===== src/rtl/uart_rx_fifo.sv =====
// UART receive front end: synchroniser, majority-vote bit sampler, framing FSM
// with false-start rejection and break detection, and a FWFT character FIFO.
module uart_rx_fifo #(
  parameter int unsigned DATA_BITS   = 8,
  parameter int unsigned DIV_W       = 16,
  parameter int unsigned FIFO_DEPTH  = 16,
  parameter int unsigned SYNC_STAGES = 2
) (
  input  logic                            clk,
  input  logic                            rst,
  input  logic [DIV_W-1:0]                baud_div,
  input  logic [1:0]                      parity_mode,
  input  logic                            rxd,
  output logic                            out_valid,
  input  logic                            out_ready,
  output logic [DATA_BITS-1:0]            out_data,
  output logic                            out_perr,
  output logic                            out_ferr,
  output logic [$clog2(FIFO_DEPTH):0]     fifo_level,
  output logic                            overflow,
  output logic                            break_det
);

  localparam int unsigned PTR_W = $clog2(FIFO_DEPTH);
  localparam int unsigned LVL_W = PTR_W + 1;
  localparam int unsigned ENT_W = DATA_BITS + 2;
  localparam int unsigned NB_W  = $clog2(DATA_BITS + 1);

  typedef enum logic [2:0] {
    S_IDLE, S_START, S_DATA, S_PARITY, S_STOP, S_BRKWAIT
  } state_t;

  state_t                 state_q, state_d;
  logic [SYNC_STAGES-1:0] sync_q;
  logic                   rxs_prev_q;
  logic [DIV_W-1:0]       bc_q, bc_d, div_q, div_d;
  logic [1:0]             mode_q, mode_d;
  logic [1:0]             samp_q, samp_d;
  logic [DATA_BITS-1:0]   data_q, data_d;
  logic [NB_W-1:0]        nbit_q, nbit_d;
  logic                   perr_q, perr_d;
  logic                   push_q, push_d;
  logic [ENT_W-1:0]       went_q, went_d;
  logic                   brk_q, brk_d;

  logic             rxs, fall, maj, par_en;
  logic [DIV_W-1:0] ctr;
  logic             at_c, at_cm1, at_cm2, wrap;

  assign rxs    = sync_q[SYNC_STAGES-1];
  assign fall   = rxs_prev_q & ~rxs;
  assign ctr    = div_q >> 1;
  assign at_c   = (bc_q == ctr);
  assign at_cm1 = (bc_q == ctr - DIV_W'(1));
  assign at_cm2 = (bc_q == ctr - DIV_W'(2));
  assign wrap   = (bc_q == div_q - DIV_W'(1));
  assign maj    = (samp_q[1] & samp_q[0]) | (samp_q[1] & rxs) | (samp_q[0] & rxs);
  assign par_en = (mode_q == 2'd1) || (mode_q == 2'd2);

  // Input synchroniser and edge-detect history; line idles high.
  always_ff @(posedge clk) begin
    if (rst) begin
      sync_q     <= '1;
      rxs_prev_q <= 1'b1;
    end else begin
      sync_q     <= {sync_q[SYNC_STAGES-2:0], rxd};
      rxs_prev_q <= rxs;
    end
  end

  // Receiver state registers.
  always_ff @(posedge clk) begin
    if (rst) begin
      state_q <= S_IDLE;
      bc_q    <= '0;
      div_q   <= '0;
      mode_q  <= '0;
      samp_q  <= '0;
      data_q  <= '0;
      nbit_q  <= '0;
      perr_q  <= 1'b0;
      push_q  <= 1'b0;
      went_q  <= '0;
      brk_q   <= 1'b0;
    end else begin
      state_q <= state_d;
      bc_q    <= bc_d;
      div_q   <= div_d;
      mode_q  <= mode_d;
      samp_q  <= samp_d;
      data_q  <= data_d;
      nbit_q  <= nbit_d;
      perr_q  <= perr_d;
      push_q  <= push_d;
      went_q  <= went_d;
      brk_q   <= brk_d;
    end
  end

  // Next-state logic; the edge-detect cycle counts as bc = 0 so every decision
  // lands exactly c cycles after the edge and baud_div cycles apart thereafter.
  always_comb begin
    state_d = state_q;
    bc_d    = wrap ? '0 : bc_q + DIV_W'(1);
    div_d   = div_q;
    mode_d  = mode_q;
    samp_d  = samp_q;
    data_d  = data_q;
    nbit_d  = nbit_q;
    perr_d  = perr_q;
    push_d  = 1'b0;
    went_d  = went_q;
    brk_d   = 1'b0;
    if (at_cm2) samp_d[0] = rxs;
    if (at_cm1) samp_d[1] = rxs;
    case (state_q)
      S_IDLE: begin
        bc_d = '0;
        if (fall) begin
          div_d   = baud_div;
          mode_d  = parity_mode;
          bc_d    = DIV_W'(1);
          state_d = S_START;
        end
      end
      S_START: begin
        if (at_c) begin
          nbit_d  = '0;
          perr_d  = 1'b0;
          state_d = maj ? S_IDLE : S_DATA;
        end
      end
      S_DATA: begin
        if (at_c) begin
          data_d = {maj, data_q[DATA_BITS-1:1]};
          nbit_d = nbit_q + NB_W'(1);
          if (nbit_q == NB_W'(DATA_BITS - 1)) begin
            state_d = par_en ? S_PARITY : S_STOP;
          end
        end
      end
      S_PARITY: begin
        if (at_c) begin
          perr_d  = ((^data_q) ^ maj) != (mode_q == 2'd2);
          state_d = S_STOP;
        end
      end
      S_STOP: begin
        if (at_c) begin
          if (!maj && (data_q == '0)) begin
            brk_d   = 1'b1;
            state_d = S_BRKWAIT;
          end else begin
            push_d  = 1'b1;
            went_d  = {~maj, perr_q, data_q};
            state_d = S_IDLE;
          end
        end
      end
      S_BRKWAIT: begin
        bc_d = '0;
        if (rxs) state_d = S_IDLE;
      end
      default: state_d = S_IDLE;
    endcase
  end

  logic [ENT_W-1:0] mem_q [FIFO_DEPTH];
  logic [PTR_W-1:0] wr_q, rd_q;
  logic [LVL_W-1:0] level_q;
  logic             full, pop, do_push;
  logic [ENT_W-1:0] head;

  assign full    = (level_q == LVL_W'(FIFO_DEPTH));
  assign pop     = out_valid & out_ready;
  assign do_push = push_q & (~full | pop);
  assign head    = mem_q[rd_q];

  // FIFO storage; contents need no reset because reads are gated by level.
  always_ff @(posedge clk) begin
    if (do_push) mem_q[wr_q] <= went_q;
  end

  // FIFO pointers and occupancy.
  always_ff @(posedge clk) begin
    if (rst) begin
      wr_q    <= '0;
      rd_q    <= '0;
      level_q <= '0;
    end else begin
      if (do_push) wr_q <= wr_q + PTR_W'(1);
      if (pop)     rd_q <= rd_q + PTR_W'(1);
      level_q <= level_q + LVL_W'(do_push) - LVL_W'(pop);
    end
  end

  assign out_valid  = (level_q != '0);
  assign out_data   = out_valid ? head[DATA_BITS-1:0] : '0;
  assign out_perr   = out_valid & head[DATA_BITS];
  assign out_ferr   = out_valid & head[DATA_BITS+1];
  assign fifo_level = level_q;
  assign overflow   = push_q & full & ~pop;
  assign break_det  = brk_q;

endmodule

===== config.mk =====
export PLATFORM = sky130hd
export DESIGN_NAME = uart_rx_fifo
export DESIGN_NICKNAME = d
export VERILOG_FILES = /design/src/rtl/uart_rx_fifo.sv
export SDC_FILE = /design/constraint.sdc
export NUM_CORES = 1
export LEC_CHECK = 0
export CAP_MARGIN = 20
export CORE_ASPECT_RATIO = 0.7
export CORE_MARGIN = 2
export CORE_UTILIZATION = 65
export CTS_CLUSTER_DIAMETER = 100
export CTS_CLUSTER_SIZE = 8
export DETAILED_ROUTE_END_ITERATION = 7
export PLACE_DENSITY = 0.95
export SKIP_CTS_REPAIR_TIMING = 1
export SLEW_MARGIN = 40
export SYNTH_ARGS = -nofsm -noshare
export SYNTH_HDL_FRONTEND = slang
export SYNTH_SLANG_ARGS = --single-unit

===== constraint.sdc =====
create_clock -name clk -period 4.05 [get_ports clk]
set_input_delay 0.81 -clock clk [delete_from_list [all_inputs] [get_ports clk]]
set_output_delay 0.81 -clock clk [all_outputs]
set_load 0.05 [all_outputs]

==> results.md, run 1 <==
- Pwr Density: 621 mW/mm²
- GRT Total Usage: 37.6%
- Sequential area share after synthesis: 57.4%
- Clk sinks: 244
- Mean post-synth cell area: 12.8 µm²
- Slowest CP cell: clkdlybuf4s50_1
- Post-Route Utilization: 76.1%
- Worst endpoint required time: 3.24 ns
- Antenna viol nets, final: 0
- Peak fanout along the critical path: 7
- Vias after detailed routing: 8365
- Critical path type: reg -> out
- Die area: 0.0185 mm²
- Htree depth: 2
- Starting density of the core: 66.2%
- Critical Path Max Stage Delay: 0.70 ns
- Worst Hold Class: reg -> reg
- Final wirelength: 33600 µm
- Clk pwr share: 34.9%
- # rows: 40
- CTS Root Cell: clkbuf_16
- DRC violations left: 0
- Worst Setup End Kind: output pin
- Crit path max-delay family: multiplexers
- WP buf/inv: 2
- DP HPWL: 19000 µm
- Initial antenna violation count: 2
- Sw power: 2680 µW
- Port Buffers: 39
- Max Transition Viols Final: 0
- Core Box Area: 0.0171 mm²
- WHS: 0.434 ns
- Routed vias/inst: 7.06
- Crit path cell chain: buf_4 > mux4_2 > mux4_2 > nor2b_1 > clkdlybuf4s50_1
- Setup WS pre-CTS: 0.551 ns
- FF+latch count, synth: 244
- Warnings, synthesis: 0
- RSZ-0062 raised after global routing: no
- Syn Inst Count: 885
- Synth Flop Type: edfxtp_1
- Worst-margin pin slew: 0.932 ns
- Critical Path Start Type: flop
- Sequential power share: 35.8%
- Post-synth EDFFs: 160
- Setup violations, final: 0
- Combinational power share: 29.3%
- Vias in the first global route: 8370
- Fmax: 249 MHz
- CTS tree: yes
- Overall die width: 162 µm
- Hold path depth: 1
- Hold violation total from the final report: 0
- Status: finished clean
- Met2 global-route usage: 58.3%
- Relative slew margins: 37.4%
- Reg clk slew, reported paths: 0.05 ns
- Die height: 114 µm
- Total CTS buffers: 36
- Met3 Usage GRT: 12.7%
- Worst skew pair latency: 0.52 ns
- P_leak: 0.00447 µW
- CTS Buffer Depth: 3
- Min Tclk post-route: 4.02 ns
- Final period util: 99.2%
- # fillers: 885
- Largest cells by area after synthesis: edfxtp_1 (43%), dfxtp_1 (15%), mux4_2 (10%)
- Setup TNS: 0 ns
- TritonRoute pass-1 iters: 7
- Most Frequent Cell on Critical Path: mux4_2
- Area Overhead vs Synth: 15.0%
- Synth area leader: edfxtp_1
- First-pass GRT wire length: 50900 µm
- Synthesized cell area: 0.0113 mm²
- Crit. path cell count: 5
- Setup ws final: 0.0307 ns
- Hold Path Origin: sync_q[0]
- Gr busiest metal: met2
- Power Total: 8070 µW
- Ratio of cells with drive above 1 in the final layout: 16.1%
- Grt ovf: 0
- I/O pins: 40
- Share of Yosys cell area claimed by the top area cell type: 42.5%
- Final setup skew: 0.0198 ns
- Crit path DAT: 3.21 ns
- Cell variety after synth: 64
- Largest net degree at the start of global routing: 67
- Post-synthesis net count: 929
- GRT met1 Usage: 46.6%
- P_int: 5390 µW
- Initial DRC count: 1621
- Wire per inst: 28.4 µm
- Layout net count: 976
- Async S/R FF share, synth: 0%
- Final RePlAce weighted congestion: 0.931
- VDD IR-drop max: 0.000518 V
- Max cap viols: 0
- Net Sw Frac: 33.2%
- Worst R2R Start: fifo_level[2]
- R2R cell count: 16
[synthesized netlist by cell type (6+ instances only)]
cell	instances
a21oi_1	45
buf_2	10
buf_6	6
clkbuf_1	37
dfxtp_1	84
edfxtp_1	160
ha_1	21
inv_1	31
mux2i_1	17
mux4_2	50
nand2_1	78
nand2b_1	12
nand3_1	14
nand4_1	14
nor2_1	70
nor2_2	12
nor2b_1	14
nor3_1	20
nor4_1	6
o21ai_0	18
xnor2_1	44
xor2_1	34
[worst register-to-register path: stages (launching register included)]
cell     delay [ns]
dfxtp_1        0.37
inv_1          0.09
ha_1           0.19
nor3b_1        0.14
nor2b_1        0.15
buf_4          0.20
nor2b_1        0.44
ha_1           0.33
inv_1          0.07
ha_1           0.16
inv_1          0.07
fa_1           0.41
inv_1          0.13
a21oi_1        0.09
nor2_1         0.13
or3_1          0.15
a21oi_1        0.06
[stage by stage]
stage,cells,instance area [µm²]
2_1_floorplan,885,11300
3_3_place_gp,1125,11900
3_5_place_dp,1125,11900
4_1_cts,1183,13000
5_1_grt,1183,13000
6_report,1185,13000
[cells in the final DEF (no fill, tap or decap), types with 5 or more instances in the layout]
master	netlist	layout
a211oi_1	5	5
a21oi_1	45	45
a31oi_1	5	5
and2_1	5	5
buf_4	2	25
clkbuf_1	37	18
clkbuf_16	0	36
clkdlybuf4s50_1	0	34
dfxtp_1	84	82
edfxtp_1	160	160
ha_1	21	21
inv_1	31	31
mux2i_1	17	17
mux4_2	50	50
nand2_1	78	78
nand2b_1	12	12
nand3_1	14	14
nand4_1	14	14
nor2_1	70	70
nor2_2	12	12
nor2b_1	14	14
nor3_1	20	20
nor4_1	6	5
o21ai_0	18	18
or2_2	5	5
xnor2_1	44	44
xor2_1	34	34
[layout make-up]
cell class | instances | area, µm² | share of cell area, %
well taps | 231 | 289 | 2.22
clock inverters | 4 | 75.1 | 0.578
inverters | 31 | 116 | 0.896
clock buffers | 54 | 968 | 7.46
diodes | 2 | 5.00 | 0.0385
repair buffers | 66 | 623 | 4.80
multi-input cells | 553 | 4420 | 34.1
flip-flops and latches | 244 | 6490 | 50.0
[state kept, by name (all words and copies together), names as in the netlist, named ones only]
| signal | cells |
|---|---|
| mem_q | 160 |
| bc_q | 16 |
| div_q | 16 |
| went_q | 10 |
| data_q | 8 |
| fifo_level | 5 |
| nbit_q | 4 |
| rd_q | 4 |
| wr_q | 4 |
| state_q | 3 |
| mode_q | 2 |
| samp_q | 2 |
| sync_q | 2 |
| break_det | 1 |
| perr_q | 1 |
| push_q | 1 |
| rxs_prev_q | 1 |
[path summary, 6_finish.rpt]
| kind | endpoint | slack [ns] |
|---|---|---|
| max | out_data[1] | 0.03 |
| min | sync_q[1] | 0.43 |
| max reg2reg | fifo_level[4] | 0.72 |
| min reg2reg | sync_q[1] | 0.43 |
[per-layer routing]
| metal | up-vias | wire length, µm |
|---|---|---|
| met2 | 901 | 15200 |
| met5 | - | 0 |
| met3 | 252 | 4960 |
| li1 | 3316 | - |
| met1 | 3896 | 11100 |
| met4 | 0 | 2440 |
[kinds of logic (layout without fill, tap and decap cells)]
| group | Yosys count | after routing | synth area share [%] |
|---|---|---|---|
| simple gates | 281 | 281 | 12.9 |
| flops | 244 | 244 | 57.4 |
| compound gates | 101 | 101 | 5.54 |
| buf+inv | 88 | 155 | 3.50 |
| xor+xnor | 81 | 81 | 6.58 |
| mux | 67 | 67 | 11.5 |
| fa+ha+maj | 23 | 23 | 2.59 |
| other cells | 0 | 2 | 0 |
[power groups by stage]
stage,combinational [µW],clock [µW],sequential (µW)
floorplan,1690,0,2880
global placement,2090,0,2900
detailed placement,2220,0,2910
CTS,2300,2810,2870
global route,2460,2910,2890
finish,2370,2820,2880
Power figures use the tool's default switching activity.
==> inputs of run 2 (changes only) <==
--- a/config.mk
+++ b/config.mk
@@ -13,7 +13,6 @@
 export CTS_CLUSTER_SIZE = 8
 export DETAILED_ROUTE_END_ITERATION = 7
 export PLACE_DENSITY = 0.95
-export SKIP_CTS_REPAIR_TIMING = 1
 export SLEW_MARGIN = 40
 export SYNTH_ARGS = -nofsm -noshare
 export SYNTH_HDL_FRONTEND = slang
==> run 2 against run 1 <==
  * Fmax about the same
  * First-iteration DRC count down 0.99%
  * Sequential share of layout area about the same
  * Combinational power is essentially flat
==> results.md, run 2 (synthesized netlist as in run 1, its figures left out) <==
- Final RePlAce weighted congestion: 0.931
- Port Buffers: 39
- Vias in the first global route: 8366
- Worst skew pair latency: 0.52 ns
- Final wirelength: 33300 µm
- I/O pins: 40
- Initial antenna violation count: 2
- Setup TNS: 0 ns
- Relative slew margins: 35.9%
- Fmax: 249 MHz
- Max Transition Viols Final: 0
- Area Overhead vs Synth: 14.9%
- Final period util: 99.3%
- Worst endpoint required time: 3.24 ns
- Worst-margin pin slew: 0.954 ns
- Hold-fix buffers, CTS: 0
- Wire per inst: 28.1 µm
- RSZ-0062 raised after global routing: no
- Core Box Area: 0.0171 mm²
- Max reg flops: 160
- DRC violations left: 0
- Post-CTS Repair Setup Buffers: 0
- Most frequent cells in the layout: edfxtp_1 (160), dfxtp_1 (82), nand2_1 (78)
- Vias after detailed routing: 8396
- Setup ws final: 0.0294 ns
- Clk sinks: 244
- Htree depth: 2
- Critical Path Start Type: flop
- Worst Setup End Kind: output pin
- Antenna viol nets, final: 0
- Die area: 0.0185 mm²
- Total CTS buffers: 36
- Die height: 114 µm
- CTS tree: yes
- CTS Root Cell: clkbuf_16
- Pwr Density: 621 mW/mm²
- Worst Hold Class: reg -> reg
- GRT Total Usage: 37.6%
- Min Tclk post-route: 4.02 ns
- TritonRoute pass-1 iters: 8
- Largest regs: mem_q (160), bc_q (16), div_q (16)
- Routed vias/inst: 7.09
- First-pass GRT wire length: 50800 µm
- CTS Buffer Depth: 3
- Reg clk slew, reported paths: 0.05 ns
- VDD IR-drop max: 0.000518 V
- Ratio of cells with drive above 1 in the final layout: 16.1%
- R2R setup slack: 0.71 ns
- Starting density of the core: 66.2%
- Final setup skew: 0.0164 ns
- Overall die width: 162 µm
- Setup WS pre-CTS: 0.551 ns
- Largest Register: mem_q
- Grt ovf: 0
- Post-Route Utilization: 76.1%
- Layout net count: 976
- Largest net degree at the start of global routing: 67
- Setup violations, final: 0
- P_leak: 0.00448 µW
- Status: finished clean
- Initial DRC count: 1605
- DP HPWL: 19000 µm
- # rows: 40
- Critical path type: reg -> out
- Max cap viols: 0
- Crit path DAT: 3.21 ns
- Commonest non-fill, non-tap cell in the layout: edfxtp_1
- Peak fanout along the critical path: 7
- Hold violation total from the final report: 0
## run 2: cell types whose count changed in the layout (fill, tap and decap cells not counted), sizes merged
| cell | previous run | this run |
|---|---|---|
| clkdlybuf4s50 | 34 | 32 |
| diode | 2 | 1 |
| dlygate4sd2 | 0 | 1 |
| dlymetal6s2s | 4 | 5 |
## run 2: stage by stage
step	hold WS (ns)	total power (µW)	instance area (µm²)	cells
after global placement	0.399	5000	11900	1125
after floorplan	0.389	4560	11300	885
after global routing	0.453	8260	13000	1183
after detailed placement	0.402	5130	11900	1125
after CTS	0.427	7990	13000	1183
final	0.439	8060	13000	1184
## run 2: cell type report
| cell class | instances | area [µm²] |
|---|---|---|
| clock inverters | 4 | 75.1 |
| well taps | 231 | 289 |
| diodes | 1 | 2.50 |
| flip-flops and latches | 244 | 6490 |
| repair buffers | 66 | 624 |
| multi-input cells | 553 | 4420 |
| clock buffers | 54 | 968 |
| inverters | 31 | 116 |
| fillers | 886 | 4080 |
## run 2: routing by layer
layer  routed length (µm)  global-route usage [%]  up-vias
li1                     -                       -     3318
met1                10900                    45.8     3897
met2                15000                    57.9      922
met3                 4880                    14.8      257
met4                 2440                    21.4        2
met5                   20                       0        -
## run 2: repair_timing
item / CTS / global route
endpoints found under the setup margin: 1 / 5
resized for setup: 1 / 5
gates cloned: 0 / 0
endpoints found under the hold margin: 0 / 0
## run 2: path summary, 6_finish.rpt
check        cells past startpoint            end          start
min reg2reg                      1      sync_q[1]      sync_q[0]
max                              5    out_data[1]           flop
min                              1      sync_q[1]      sync_q[0]
max reg2reg                     16  fifo_level[4]  fifo_level[2]
## run 2: power by group
group | leakage, µW | total [µW] | internal [µW] | switching [µW]
logic | 0.00182 | 2360 | 968 | 1390
registers | 0.00216 | 2880 | 2700 | 178
clock network | 0.000500 | 2820 | 1710 | 1110
total | 0.00448 | 8060 | 5390 | 2680
## run 2: critical path, cell delays in order, from the launching register on
cell and delay, ns:
dfxtp_2 0.50, buf_4 0.30, mux4_2 0.53, mux4_2 0.51
nor2b_1 0.15, clkdlybuf4s50_1 0.70
